===== src/rtl/rr_encoder_pkg.sv =====
// Shared definitions for the round-robin encoder: index widths and the
// rotate-then-priority-encode search used by the selector.
package rr_encoder_pkg;

  localparam int ENC_W = 4;
  localparam int DEC_W = 1 << ENC_W;

  // Returns {found, index}. The index is the first set bit of vec at or above
  // ptr, wrapping modulo DEC_W. The vector is rotated so that bit ptr lands at
  // position 0, the lowest set bit is found, and ptr is added back (the
  // ENC_W-bit sum wraps naturally).
  function automatic logic [ENC_W:0] rr_first(input logic [DEC_W-1:0] vec,
                                               input logic [ENC_W-1:0] ptr);
    logic [2*DEC_W-1:0] dbl;
    logic [DEC_W-1:0]   rot;
    logic [ENC_W-1:0]   idx;
    logic [ENC_W-1:0]   res;
    dbl = {vec, vec};
    rot = dbl[ptr +: DEC_W];
    idx = {ENC_W{1'b0}};
    for (int i = DEC_W - 1; i >= 0; i--) begin
      if (rot[i]) begin
        idx = ENC_W'(i);
      end else begin
        idx = idx;
      end
    end
    res = idx + ptr;
    return {|vec, res};
  endfunction

endpackage


===== src/rtl/rr_encoder_pick.sv =====
// Combinational round-robin selector: picks the first pending bit at or above
// the pointer, wrapping around. Kept separate so arbiters can reuse it.
module rr_pick
  import rr_encoder_pkg::*;
(
  input  logic [DEC_W-1:0] pend,
  input  logic [ENC_W-1:0] ptr,
  output logic [ENC_W-1:0] sel,
  output logic             found
);

  // Search the pending vector starting at the pointer.
  always_comb begin
    {found, sel} = rr_first(pend, ptr);
  end

endmodule


===== src/rtl/rr_encoder.sv =====
// Round-robin encoder: captures request pulses into a sticky pending vector
// and issues them one at a time as binary indices through a valid/ready
// output register.
module rr_encoder
  import rr_encoder_pkg::*;
#(
  parameter int EncodeWidth = ENC_W,
  localparam int DecodeWidth = 2 ** EncodeWidth
) (
  input  logic                   CLK,
  input  logic                   RST_N,
  input  logic                   EN,
  input  logic [DecodeWidth-1:0] REQ,
  output logic [EncodeWidth-1:0] OUT,
  output logic                   VALID,
  input  logic                   READY,
  output logic [DecodeWidth-1:0] PEND
);

  logic [DecodeWidth-1:0] pend_r;
  logic [EncodeWidth-1:0] ptr_r;
  logic [EncodeWidth-1:0] out_r;
  logic                   valid_r;

  logic [EncodeWidth-1:0] sel_s;
  logic                   found_s;
  logic                   load_s;
  logic [DecodeWidth-1:0] clr_s;
  logic [DecodeWidth-1:0] set_s;
  logic [DecodeWidth-1:0] pend_next_s;

  rr_pick u_pick (
    .pend  (pend_r),
    .ptr   (ptr_r),
    .sel   (sel_s),
    .found (found_s)
  );

  // Load when the output stage is free or being drained and something is pending.
  always_comb begin
    load_s = (!valid_r || READY) && found_s;
  end

  // Next pending vector: clear the issued bit, then OR in new requests so a
  // same-cycle re-request of the issued bit keeps it pending.
  always_comb begin
    clr_s = {DecodeWidth{1'b0}};
    set_s = {DecodeWidth{1'b0}};
    if (load_s) begin
      clr_s = DecodeWidth'(1) << sel_s;
    end else begin
      clr_s = {DecodeWidth{1'b0}};
    end
    if (EN) begin
      set_s = REQ;
    end else begin
      set_s = {DecodeWidth{1'b0}};
    end
    pend_next_s = (pend_r & ~clr_s) | set_s;
  end

  // Pending vector, pointer and output register with synchronous reset.
  always_ff @(posedge CLK) begin
    if (!RST_N) begin
      pend_r  <= {DecodeWidth{1'b0}};
      ptr_r   <= {EncodeWidth{1'b0}};
      out_r   <= {EncodeWidth{1'b0}};
      valid_r <= 1'b0;
    end else begin
      pend_r <= pend_next_s;
      if (load_s) begin
        out_r   <= sel_s;
        valid_r <= 1'b1;
        ptr_r   <= sel_s + EncodeWidth'(1);
      end else if (valid_r && READY) begin
        valid_r <= 1'b0;
      end else begin
        valid_r <= valid_r;
      end
    end
  end

  assign OUT   = out_r;
  assign VALID = valid_r;
  assign PEND  = pend_r;

endmodule


===== config.mk =====
export PLATFORM = sky130hd
export DESIGN_NAME = rr_encoder
export DESIGN_NICKNAME = d
export VERILOG_FILES = /design/src/rtl/rr_encoder_pkg.sv /design/src/rtl/rr_encoder_pick.sv /design/src/rtl/rr_encoder.sv
export SDC_FILE = /design/constraint.sdc
export NUM_CORES = 1
export LEC_CHECK = 0
export ABC_CLOCK_PERIOD_IN_PS = 3900
export CAP_MARGIN = 20
export CORE_UTILIZATION = 49
export DETAILED_ROUTE_END_ITERATION = 6
export PLACE_DENSITY_LB_ADDON = 0.15
export SYNTH_ARGS = -nofsm -noshare
export SYNTH_HDL_FRONTEND = slang
export SYNTH_SLANG_ARGS = --single-unit

===== constraint.sdc =====
create_clock -name CLK -period 3.9 [get_ports CLK]
set_clock_uncertainty 0.15 [all_clocks]
set_input_delay 0.78 -clock CLK [delete_from_list [all_inputs] [get_ports CLK]]
set_output_delay 0.78 -clock CLK [all_outputs]
set_load 0.01 [all_outputs]

==> impl_metrics.ini <==
[outcome]
outcome = finished, violations left
violations = setup timing

[floorplan]
start_util_pct = 51.9
die_h_um = 73.2
num_rows = 25
coreArea_um2 = 4790
fp.dieArea_um2 = 5360
die_x_um = 73.2
io_pins = 41

[route]
first_iter_violations = 250
post_drt_wl_per_cell_um = 20.1
routed_wl_um = 9020
vias_per_cell = 6.42
first_pass_iters = 5
antenna_left = 0
vias = 2882
drc = 0

[final_layout]
synthToLayoutAreaGrowth_pct = 54.2
diodes = 0
final_layout_size_suffix_gt1_share_pct = 40.6
final_cell_area_um2 = 3830
final_common_cell = buf_4
mostFrequentLayoutCells = 68 x buf_4, 40 x clkdlybuf4s50_1, 24 x a21oi_1
fin_nets = 412

[setup_path]
critical_path_required_ps = 3950
critPathSlowestCell = fa_2
cp_cell_sequence = buf_6, mux4_2, buf_6, o21ai_1, o311ai_1, a21oi_1, o221ai_2, a221o_1, ha_2, fa_2, and3_4, buf_4, nand3_1, nor2_1, nand2_1, o2111ai_1
max_stage_delay_ps = 660
cpMostUsedCell = buf_6
worstSetupPathType = register to register
cp-end-kind = register
arrival_ps = 4200
critPathMaxFanout = 7
start_kind = register

[logic_synthesis]
syn_nets = 307
yosys.area.top_type = dfxtp_1
synth_edf_count = 0
synth_top_area_share_pct = 20.1
ys_ff_latch = 25
avgSynthCellArea_um2 = 8.94
ys_warn_count = 0
synth.area.top_cells = dfxtp_1 20%, mux4_2 15%, mux2i_1 6.4%
synth.distinct_cells = 55
synth_ff_type = dfxtp_1
synthCells = 278
async_reset_ff_share_pct = 0
synth_area_um2 = 2480
yosysSeqAreaShare_pct = 20.1

[clock_tree]
cts_root_buffer = clkbuf_8
postCtsHoldBufs = 0
clk_latency_ps = 280
path_clk_slew_ps = 90
cts_buffers = 3
h-tree-depth = 1
clkSinkCount = 25
cts_tree = done
clockBufferDepth = 2

[sta]
finalSetupViolCount = 19
fmax_mhz = 241
tightest_slew_ps = 988
slew_violations = 0
min_period_over_period_pct = 106
grt_setup_unrepaired = yes
finalHoldViolations = 0
finalCriticalPeriod_ps = 4150
slew_headroom_pct = 33.9
setup_ws_ps = -248
fin_hold_ws_ps = 356

[global_routing]
antenna_found_initial = 0
grt_usage_pct = 34.5
gr-total-overflow = 0
grt_max_degree = 33
grt_pass1_wl_um = 14000
grt_pass1_vias = 2817

[placed_design]
port_buffers = 40
globalplace.congestion = 0.930
post_dp_cell_area_um2 = 3380
dp_hpwl_um = 6240

[hold_path]
hp-class = register to register

[run]
maxCapViolCount = 0
-- kinds of logic (layout without fill, tap and decap cells) --
logic type               count (synthesis)  count (layout)  share of synthesized area, %
AND/OR/NAND/NOR                         80              80                          16.2
multiplexers                            37              37                          23.2
XOR/XNOR                                 4               4                          2.01
flip-flops                              25              25                          20.1
AO/OA/AOI/OAI                           99              99                          29.0
buffers and inverters                   24             128                          4.63
adder cells (fa/ha/maj)                  9               9                          4.83
-- state kept, by name (all words and copies together) (netlist names) --
name / flops
ptr_r: 4
OUT: 4
PEND: 16
VALID: 1
-- final timing paths --
check / depth (start not counted) / end / startpoint / slack [ps]
setup reg to reg: 16 / ptr_r[3] / ptr_r[1] / -250
hold / removal: 2 / OUT[0] / OUT[0] / 360
setup / recovery: 16 / ptr_r[3] / ptr_r[1] / -250
hold reg to reg: 2 / OUT[0] / OUT[0] / 360
-- synth_stat cells, types with 5 or more instances --
cell	instances
mux4_2	16
nand3_1	5
dfxtp_1	25
a21oi_1	28
a22oi_1	6
clkbuf_1	13
ha_1	8
o21ai_0	6
mux2_2	5
nor2_1	16
mux2i_1	16
nor2b_1	9
a311oi_1	17
nand2_1	23
a21boi_0	16
and3_1	6
nor4_1	5
-- worst max-delay path, delay by kind of cell, from the launching register on --
kind                       cells  cell delay [ps]
AOI/OAI and AO/OA              6             1130
adders and majority gates      2              870
muxes                          1              550
and+or+nand+nor                4              530
buffers and inverters          3              420
DFF                            1              410
-- metrics by stage --
step	util [%]	worst slack, ps	setup TNS (ps)	std cells
floorplan	-	15.6	0	278
global placement	70.7	-308	-4400	431
detailed placement	70.7	-438	-6530	431
CTS	77.9	-44.6	-91.2	447
global route	80.1	-294	-4100	449
finish	80.1	-248	-2720	449
-- layout make-up --
cell class	count	area (um2)
flip-flops and latches	25	508
multi-input cells	229	2110
fillers	320	953
repair buffers	119	1060
inverters	5	18.8
clock inverters	1	7.51
well taps	67	83.8
clock buffers	3	41.3
-- routing by layer --
metal  part of all wire, %  wire length [um]  GRT usage (%)
met1                    39              3540           42.6
met2                    50              4540           59.4
met3                   6.4               581           3.45
met4                   4.0               361           18.3
met5                     0                 0              0
-- repair_timing --
| item | in CTS | in global routing |
|---|---|---|
| buffers inserted | 11 | 2 |
| setup endpoints to repair | 21 | 19 |
| pin swaps | 26 | 7 |
| resized for setup | 55 | 24 |
| gates cloned | 1 | 0 |
Power is not shown: default switching activity piles up to over one toggle a cycle in this logic, so the estimate is an artifact.
